==> config.mk <==
export PLATFORM = sky130hd
export DESIGN_NAME = muldiv_unit
export DESIGN_NICKNAME = d
export VERILOG_FILES = /design/src/rtl/muldiv_pkg.sv /design/src/rtl/muldiv_sign_fix.sv /design/src/rtl/muldiv_unit.sv
export SDC_FILE = /design/constraint.sdc
export NUM_CORES = 1
export LEC_CHECK = 0
export ABC_AREA = 1
export BUFFER_PORTS_ARGS = -buffer_cell sky130_fd_sc_hd__buf_4
export CORE_ASPECT_RATIO = 0.8
export CORE_MARGIN = 4
export CORE_UTILIZATION = 56
export CTS_CLUSTER_DIAMETER = 50
export CTS_CLUSTER_SIZE = 24
export DETAILED_ROUTE_END_ITERATION = 7
export GPL_ROUTABILITY_DRIVEN = 0
export HOLD_SLACK_MARGIN = 0.08
export PLACE_DENSITY = 0.77
export SLEW_MARGIN = 20
export SYNTH_ARGS = -nofsm -noshare
export SYNTH_HDL_FRONTEND = slang
export SYNTH_SLANG_ARGS = --single-unit
==> constraint.sdc <==
create_clock -name clk_cpu -period 3.5 [get_ports clk_cpu]
set_clock_uncertainty 0.15 [all_clocks]
set_input_delay 1.05 -clock clk_cpu [delete_from_list [all_inputs] [get_ports clk_cpu]]
set_output_delay 1.05 -clock clk_cpu [all_outputs]
set_load 0.005 [all_outputs]
==> src/rtl/muldiv_pkg.sv <==
// Shared op codes, FSM states and special-result constants for muldiv_unit.
package muldiv_pkg;

    localparam logic [2:0] OP_MULT  = 3'd0;
    localparam logic [2:0] OP_MULTU = 3'd1;
    localparam logic [2:0] OP_DIV   = 3'd2;
    localparam logic [2:0] OP_DIVU  = 3'd3;
    localparam logic [2:0] OP_MTHI  = 3'd4;
    localparam logic [2:0] OP_MTLO  = 3'd5;

    typedef enum logic [1:0] {
        ST_IDLE,
        ST_CALC,
        ST_FINISH
    } state_t;

    localparam int MAX_W = 64;

    // Results are produced at MAX_W and narrowed to WIDTH by the caller.
    function automatic logic [MAX_W-1:0] div0_lo(input int w);
        return {MAX_W{1'b1}} >> (MAX_W - w);
    endfunction

    function automatic logic [MAX_W-1:0] ovf_lo(input int w);
        return MAX_W'(1) << (w - 1);
    endfunction

    function automatic logic [MAX_W-1:0] ovf_hi(input int w);
        return MAX_W'(0) & MAX_W'(w);
    endfunction

endpackage

==> src/rtl/muldiv_sign_fix.sv <==
// Conditional two's-complement negate: magnitude on capture, sign fix on finish.
module muldiv_sign_fix #(
    parameter int W = 32
) (
    input  logic [W-1:0] val,
    input  logic         neg,
    output logic [W-1:0] res
);

    assign res = neg ? (~val + W'(1)) : val;

endmodule

==> src/rtl/muldiv_unit.sv <==
// Iterative radix-2 multiply/divide unit with HI/LO registers.
// Define MULDIV_FAST_MUL_EN for a single-cycle multiplier on MULT/MULTU.
module muldiv_unit
    import muldiv_pkg::*;
#(
    parameter int WIDTH = 32
) (
    input  logic             clk_cpu,
    input  logic             reset,
    input  logic             start,
    input  logic [2:0]       op,
    input  logic [WIDTH-1:0] src_rs,
    input  logic [WIDTH-1:0] src_rt,
    input  logic             flush,
    output logic             busy,
    output logic             done,
    output logic [WIDTH-1:0] hi_q,
    output logic [WIDTH-1:0] lo_q
);

    localparam int CNT_W = $clog2(WIDTH) + 1;
    localparam logic [WIDTH-1:0] DIV0_LO = WIDTH'(div0_lo(WIDTH));
    localparam logic [WIDTH-1:0] OVF_LO  = WIDTH'(ovf_lo(WIDTH));
    localparam logic [WIDTH-1:0] OVF_HI  = WIDTH'(ovf_hi(WIDTH));
    localparam logic [CNT_W-1:0] LAST    = CNT_W'(WIDTH - 1);

    state_t             state;
    logic [CNT_W-1:0]   cnt;
    logic [WIDTH-1:0]   rem;
    logic [WIDTH-1:0]   quo;
    logic [WIDTH-1:0]   opb;
    logic               is_div;
    logic               neg_res;
    logic               neg_rem;
    logic               div0;
    logic               ovf;

    logic               signed_op;
    logic               sign_a;
    logic               sign_b;
    logic [WIDTH-1:0]   mag_a;
    logic [WIDTH-1:0]   mag_b;
    logic [WIDTH:0]     add_sum;
    logic [WIDTH:0]     shifted;
    logic [WIDTH:0]     diff;
    logic [2*WIDTH-1:0] prod_fix;
    logic [WIDTH-1:0]   quo_fix;
    logic [WIDTH-1:0]   rem_fix;

    assign busy      = (state != ST_IDLE);
    assign signed_op = (op == OP_MULT) || (op == OP_DIV);
    assign sign_a    = signed_op & src_rs[WIDTH-1];
    assign sign_b    = signed_op & src_rt[WIDTH-1];

    muldiv_sign_fix #(.W(WIDTH)) u_mag_a (.val(src_rs), .neg(sign_a), .res(mag_a));
    muldiv_sign_fix #(.W(WIDTH)) u_mag_b (.val(src_rt), .neg(sign_b), .res(mag_b));

    muldiv_sign_fix #(.W(2*WIDTH)) u_fix_p (.val({rem, quo}), .neg(neg_res), .res(prod_fix));
    muldiv_sign_fix #(.W(WIDTH)) u_fix_q (.val(quo), .neg(neg_res), .res(quo_fix));
    muldiv_sign_fix #(.W(WIDTH)) u_fix_r (.val(rem), .neg(neg_rem), .res(rem_fix));

    // Multiply: {rem,quo} shifts right, quo[0] gates the add of the multiplicand.
    assign add_sum = {1'b0, rem} + (quo[0] ? {1'b0, opb} : '0);
    // Divide: restoring step, quo shifts left taking quotient bits in.
    assign shifted = {rem, quo[WIDTH-1]};
    assign diff    = shifted - {1'b0, opb};

`ifdef MULDIV_FAST_MUL_EN
    logic [2*WIDTH-1:0] fast_prod;
    assign fast_prod = {{WIDTH{1'b0}}, mag_a} * {{WIDTH{1'b0}}, mag_b};
`endif

    always_ff @(posedge clk_cpu or negedge reset) begin
        if (!reset) begin
            state   <= ST_IDLE;
            cnt     <= '0;
            rem     <= '0;
            quo     <= '0;
            opb     <= '0;
            is_div  <= 1'b0;
            neg_res <= 1'b0;
            neg_rem <= 1'b0;
            div0    <= 1'b0;
            ovf     <= 1'b0;
            done    <= 1'b0;
            hi_q    <= '0;
            lo_q    <= '0;
        end else begin
            done <= 1'b0;
            if (flush) begin
                state <= ST_IDLE;
            end else begin
                case (state)
                    ST_IDLE: begin
                        if (start) begin
                            case (op)
                                OP_MULT, OP_MULTU, OP_DIV, OP_DIVU: begin
                                    quo     <= mag_a;
                                    opb     <= mag_b;
                                    rem     <= '0;
                                    cnt     <= '0;
                                    is_div  <= op[1];
                                    neg_res <= sign_a ^ sign_b;
                                    neg_rem <= sign_a;
                                    div0    <= op[1] && (src_rt == '0);
                                    ovf     <= (op == OP_DIV) && (src_rs == OVF_LO)
                                               && (src_rt == '1);
                                    state   <= ST_CALC;
`ifdef MULDIV_FAST_MUL_EN
                                    if (!op[1]) begin
                                        {rem, quo} <= fast_prod;
                                        state      <= ST_FINISH;
                                    end
`endif
                                end
                                OP_MTHI: hi_q <= src_rs;
                                OP_MTLO: lo_q <= src_rs;
                                default: ;
                            endcase
                        end
                    end
                    ST_CALC: begin
                        if (is_div) begin
                            if (!diff[WIDTH]) begin
                                rem <= diff[WIDTH-1:0];
                                quo <= {quo[WIDTH-2:0], 1'b1};
                            end else begin
                                rem <= shifted[WIDTH-1:0];
                                quo <= {quo[WIDTH-2:0], 1'b0};
                            end
                        end else begin
                            rem <= add_sum[WIDTH:1];
                            quo <= {add_sum[0], quo[WIDTH-1:1]};
                        end
                        cnt <= cnt + CNT_W'(1);
                        if (cnt == LAST) state <= ST_FINISH;
                    end
                    ST_FINISH: begin
                        // Divide by zero leaves the magnitude of rs in rem; re-sign it.
                        if (div0) begin
                            hi_q <= rem_fix;
                            lo_q <= DIV0_LO;
                        end else if (ovf) begin
                            hi_q <= OVF_HI;
                            lo_q <= OVF_LO;
                        end else if (is_div) begin
                            hi_q <= rem_fix;
                            lo_q <= quo_fix;
                        end else begin
                            {hi_q, lo_q} <= prod_fix;
                        end
                        done  <= 1'b1;
                        state <= ST_IDLE;
                    end
                    default: state <= ST_IDLE;
                endcase
            end
        end
    end

endmodule

=== Word level (Yosys, flattened, before mapping) ===
Cells that the tools add are included.
W data, S select, Z words.

* Input bits: 71
* Logic and storage cells: 101
* Bits in registers: 174
* Output and inout bits: 66

* $add $sub $neg: 8
* Multiplexer cells: 38
* Bitwise logic cells: 9
* Eq/ne operators: 17
* Reductions and logical operators: 16

{| class="wikitable"
|+ Operators with widths
! operator !! count
|-
| $mux W32 || 22
|-
| $pmux W32 S2 || 4
|-
| $add A32 B1 Y32 const B || 4
|-
| $not A32 Y32 || 4
|-
| $add A64 B1 Y64 const B || 1
|-
| $eq A32 B32 Y1 const B || 2
|-
| $mux W64 || 1
|-
| $not A64 Y64 || 1
|-
| $add A32 B32 Y33 || 1
|-
| $sub A33 B32 Y33 || 1
|-
| $logic_not A32 Y1 || 1
|-
| $reduce_and A4 Y1 || 4
|-
| $mux W6 || 2
|-
| $pmux W6 S2 || 1
|-
| $mux W2 || 4
|-
| $add A6 B1 Y6 const B || 1
|-
| $eq A3 B2 Y1 const B || 2
|-
| $eq A3 B3 Y1 const B || 2
|-
| $eq A6 B5 Y1 const B || 1
|-
| $ne A2 B1 Y1 const B || 3
|-
| $ne A3 B3 Y1 const B || 2
|-
| $reduce_bool A2 Y1 || 3
|-
| $pmux W2 S2 || 1
|-
| $reduce_or A4 Y1 || 1
|-
| other kinds (14) || 19
|}

=== Depth between registers and ports, before layout ===
* Depth in word-level cells: 7
* Mapped depth: 21
* Mapped depth without buffers: 20

=== By module ===
Synthesis repeated with hierarchy kept, for this count alone.

* Cells, all modules: 3611
* Area total of the unflattened synthesis: 20942.6 um2

{| class="wikitable"
|+ By module, submodules not included
! module !! instances !! area each (um2) !! cells an instance !! sequential area each (um2)
|-
| muldiv_unit || 1 || 14042.2 || 2205 || 4354.2
|-
| muldiv_sign_fix at u_fix_q ... || 4 || 1108.6 || 227 || 0.0
|-
| muldiv_sign_fix at u_fix_p || 1 || 2466.1 || 498 || 0.0
|}

=== Least setup slack after synthesis ===
Ideal clock, no wire load.

* Path kind: input port to flip-flop
* Start point: input src_rt[0]
* End point: register opb[16]
* Data arrival time: 2438 ps
* Stages on the path: 12
* Path slack: 782 ps
* Path buffers: 0
* Setup time: 130 ps
* Required time: 3220 ps
* Cell sequence: inv_1 ha_1 inv_1 nor3_1 nand2_1 nor3_2 nand3_1 nand2_1 nand2_1 or2_2 nand3_1 o21ai_0

* Cells in the longest elaborated chain, start to end: 3

{| class="wikitable"
|+ Ends and longest elaborated chain
! item !! RTL line !! RTL
|-
| start: declaration || muldiv_unit.sv:13 || <nowiki>input logic [WIDTH-1:0] src_rt,</nowiki>
|-
| $not A32 Y32 || muldiv_sign_fix.sv:10 || <nowiki>assign res = neg ? (~val + W'(1)) : val;</nowiki>
|-
| $add A32 B1 Y32 || muldiv_sign_fix.sv:10 ||
|-
| $mux W32 || muldiv_sign_fix.sv:10 ||
|-
| end signal: assignment || muldiv_unit.sv:99 || <nowiki>opb <= mag_b;</nowiki>
|-
| end: declaration || muldiv_unit.sv:31 || <nowiki>logic [WIDTH-1:0] opb;</nowiki>
|}

No other way between the ends.
A chain may end at the register's enable or synchronous reset.

=== Worst setup path in the final report ===
* Start point: register quo[0]
* End point: register rem[29]

* Cells in the longest elaborated chain, start to end: 4

{| class="wikitable"
|+ Ends and longest elaborated chain
! item !! RTL line !! RTL
|-
| start: declaration || muldiv_unit.sv:30 || <nowiki>logic [WIDTH-1:0] quo;</nowiki>
|-
| start signal: assignment || muldiv_unit.sv:98 || <nowiki>quo <= mag_a;</nowiki>
|-
| start signal: assignment || muldiv_unit.sv:126 || <nowiki>quo <= {quo[WIDTH-2:0], 1'b1};</nowiki>
|-
| start signal: assignment || muldiv_unit.sv:129 || <nowiki>quo <= {quo[WIDTH-2:0], 1'b0};</nowiki>
|-
| $mux W32 || muldiv_unit.sv:63 || <nowiki>assign add_sum = {1'b0, rem} + (quo[0] ? {1'b0, opb} : '0);</nowiki>
|-
| $add A32 B32 Y33 || muldiv_unit.sv:63 ||
|-
| $mux W32 || muldiv_unit.sv:123 || <nowiki>if (is_div) begin</nowiki>
|-
| $pmux W32 S2 || muldiv_unit.sv:93 || <nowiki>case (state)</nowiki>
|-
| end signal: assignment || muldiv_unit.sv:125 || <nowiki>rem <= diff[WIDTH-1:0];</nowiki>
|-
| end signal: assignment || muldiv_unit.sv:128 || <nowiki>rem <= shifted[WIDTH-1:0];</nowiki>
|-
| end signal: assignment || muldiv_unit.sv:132 || <nowiki>rem <= add_sum[WIDTH:1];</nowiki>
|-
| end: declaration || muldiv_unit.sv:29 || <nowiki>logic [WIDTH-1:0] rem;</nowiki>
|}

No other way between the ends.

==> run summary <==
The logs give 35200 um2 for the area enclosed by the die boundary and 11700 um2 for the area of combinational cells with multiple inputs. The run finished, with violations left. Initial antenna violation count: 1. For the pin with the worst max-slew slack, the measured transition is 1.10 ns. The final reports fail on DRC.

CTS saw 174 sinks. In the layout the commonest cells are nand2_1 (949), nor2_1 (453), inv_1 (407). Across all hold checks on the routed design, the worst slack comes to 0.351 ns. After synthesis, the cell types taking the most area are dfrtp_1 (24%), nand2_1 (20%), nor2_1 (9.5%). VDD sags by at most 0.497 mV. The setup-violating endpoint count in the final report is 0.

The synthesized netlist contains 54 unique library cells. The max-capacitance violation count came out at 0. The tools report the number of cell rows as 58.

For the number of buffers added by the clock tree synthesis step, the log shows 17. For the number of global-route vias before repair, the log shows 20.0k. Global routing consumed, over all layers together, 41.0% of the routing resources. In this run the worst path has a maximum fanout of 9. The worst setup path is captured at a flip-flop. The tree is rooted in a clkbuf_16.

The first global-routing pass estimated 114 mm of wire. Critical-path cell with the highest stage delay: dfrtp_1. The H-tree was split into 4 levels. In the final layout, the share of cells above drive strength 1 is 8.98%. The part of the Yosys area used for sequential elements is 24.1%, and the power density normalized to cell area is 890 nW/um2.

The synthesized design devotes to its leading area cell type 24.1% of total area. The most used flip-flop cell after synthesis is dfrtp_1. Yosys printed 0 warnings. The number of setup buffers added after CTS is 0. The highest cell delay on the worst timing path came out at 0.50 ns.

The violation count after the first detailed-route iteration is 3966. The design draws 18.1 mW. Derived from the worst setup path, the maximum achievable clock frequency is 0.314 GHz. Routed via count: 22.6k. For this run, design rule violations remaining after detail routing come to 3. The data required time of the worst path is 3.75 ns, and the post-synthesis instance area is 18100 um2. For this run, the post-layout net count is 3427. The tightest min-delay check is of the reg -> reg type. Across the whole layout, storage elements account for 4360 um2.

TritonCTS built the clock tree. For the worst setup path, the data arrival time is 3.43 ns. The synthesized design contains 0 enable-type register cells.

In the final routed layout, each cell accounts on average for 20.1 um. The worst path uses 90.9% of the clock period. A synthesized cell averages 5.71 um2. The quantity of I/O buffers inserted on ports came out at 136. Setup repair after global routing left no endpoint under its margin. The number of hold buffers added after CTS was 0. Counting along the longest clock path gives a buffer depth of 2. The most common library cell in the layout ignoring fill and taps was nand2_1. The most used cell along the critical path was nand2_1. The core area came out at 31600 um2. The worst-skew pair later-pin latency was 0.46 ns; the synthesized instance count was 3162. Setup total negative slack: 0 ns.

Relative to the synthesized area, the layout overhead comes to 12.3%. For the number of antenna repair diodes, the log shows 0. The number of register bits inferred by synthesis came out at 174. The number of max-slew violations in the final report is 0, and the post-cts repair resize count is 0. The die extent in y works out to 169 um.

The biggest area contributor in the post-synthesis netlist is dfrtp_1. For this configuration, the core starts out at a cell density of 57.1%. The signal on the critical path passes through nand2_1 > inv_1 > ha_1 > inv_1 > fa_1 > inv_1 > nand2_1 > o21ai_0 > inv_1 > o21ai_0 > nand2_1 > nand2_1 > nand2_1 > nand2_1 > nand2_1 > nand3_1 > nand3_1 > nand2_1.

Global routing finished with a remaining overflow of 0. The first TritonRoute pass finished after 8 iterations. Summed over all cells, the static leakage comes to 10.7 nW. Fill cells in the final layout number 3117.

After detailed routing, the total wire length is 74.7 mm. The worst setup path is launched from a flip-flop. In this run the tightest slew margin relative to its limit is 26.4%.

The final critical path time including I/O delays and setup is 3.18 ns, and the final HPWL from detailed placement is 59.0 mm. Synthesis produced a netlist with a net count of 3305. The start-to-end type of the worst setup path is reg -> reg.

Once detail routing completed, the nets flagged for antenna violations numbered 0. Pin placement for this block handled 137 I/O pins. The via count normalized by instance count was 6.09; the fraction of registers with async set/reset was 100%. The tools report the pin count of the biggest net entering global routing as 82. The hold violation count in the final report came out at 0. After clock tree synthesis, the clock-pin slew on the worst setup and hold paths is 0.08 ns.

The overall die width works out to 209 um.
-- path summary, 6_finish.rpt --
path / from / to / slack (ns) / depth (start not counted)
worst max-delay path: quo[0] / rem[29] / 0.32 / 18
worst min-delay path: lo_q[2] / lo_q[2] / 0.35 / 2
worst max register to register: quo[0] / rem[29] / 0.32 / 18
worst min register to register: lo_q[2] / lo_q[2] / 0.35 / 2
max in group asynchronous: reset / quo[9] / 1.96 / 2
min in group asynchronous: reset / rem[30] / 0.48 / 1
-- cell usage after synthesis, types with 3 or more instances --
cell type / number
nor2_2: 8
a22oi_1: 8
xnor2_1: 16
nor4_1: 8
o211ai_1: 5
nor2_1: 458
o21ai_1: 13
nand3b_1: 15
a21oi_1: 206
nand2_2: 11
buf_2: 14
nand3_1: 286
o21ai_2: 4
clkinv_1: 3
nand2_4: 4
nor3_1: 40
o22ai_1: 3
a31oi_1: 7
inv_2: 6
nand2_1: 949
nand4_1: 34
clkbuf_1: 72
inv_1: 407
o21a_1: 4
o21ai_0: 237
a21boi_0: 3
ha_1: 70
o21bai_1: 7
or2_2: 10
buf_1: 10
a21o_1: 8
dfrtp_1: 174
xor2_1: 34
-- stage by stage --
stage | instance area [um2] | std cells | util, % | worst slack (ns)
global route | 20300 | 3716 | 64.2 | 0.0921
global placement | 19800 | 3685 | 62.4 | 0.529
detailed placement | 19800 | 3685 | 62.4 | 0.373
CTS | 20300 | 3716 | 64.2 | 0.487
finish | 20300 | 3716 | 64.2 | 0.319
floorplan | 18100 | 3162 | - | 0.782
-- logic make-up after synthesis --
| group | share of synthesized area, % |
|---|---|
| compound gates | 15.1 |
| xor+xnor | 2.42 |
| fa+ha+maj | 5.07 |
| buf+inv | 11.1 |
| flops | 24.1 |
| simple gates | 42.2 |
-- flip-flops by register name, indices dropped and copies added (netlist names), 2 cells and up --
register and cells:
hi_q 32, lo_q 32, opb 32, quo 32, rem 32, cnt 6
state 2
-- metal layers --
layer / up-vias / track usage [%] / part of all wire (%)
li1: 10380 / - / -
met1: 10228 / 58.6 / 40
met2: 1756 / 53.1 / 37
met3: 261 / 20.4 / 19
met4: 2 / 13.4 / 4.0
met5: - / 1.93 / 0.12
-- area by class of cell --
class	instances	area share, %
clock buffer	18	2.16
clock inverter	13	0.536
inverter	416	7.69
multi-input combinational	2471	57.8
sequential	174	21.5
tap	420	2.59
timing repair buffer	204	7.75
-- report_power, final --
group	total (mW)	switching, mW	leakage (nW)	internal, mW
Clock	1.91	0.971	0.262	0.942
Sequential	3.65	0.898	2.10	2.75
Combinational	12.5	8.54	8.30	3.96
Total	18.1	10.4	10.7	7.65
-- worst max-delay path: cells and delay by family (launching register included) --
kind	cells	cell delay [ns]
AND/OR/NAND/NOR	10	0.99
AO/OA/AOI/OAI	2	0.56
flip-flops	1	0.50
adder cells (fa/ha/maj)	2	0.59
buffers and inverters	4	0.35
(Power assumes the default switching activity.)
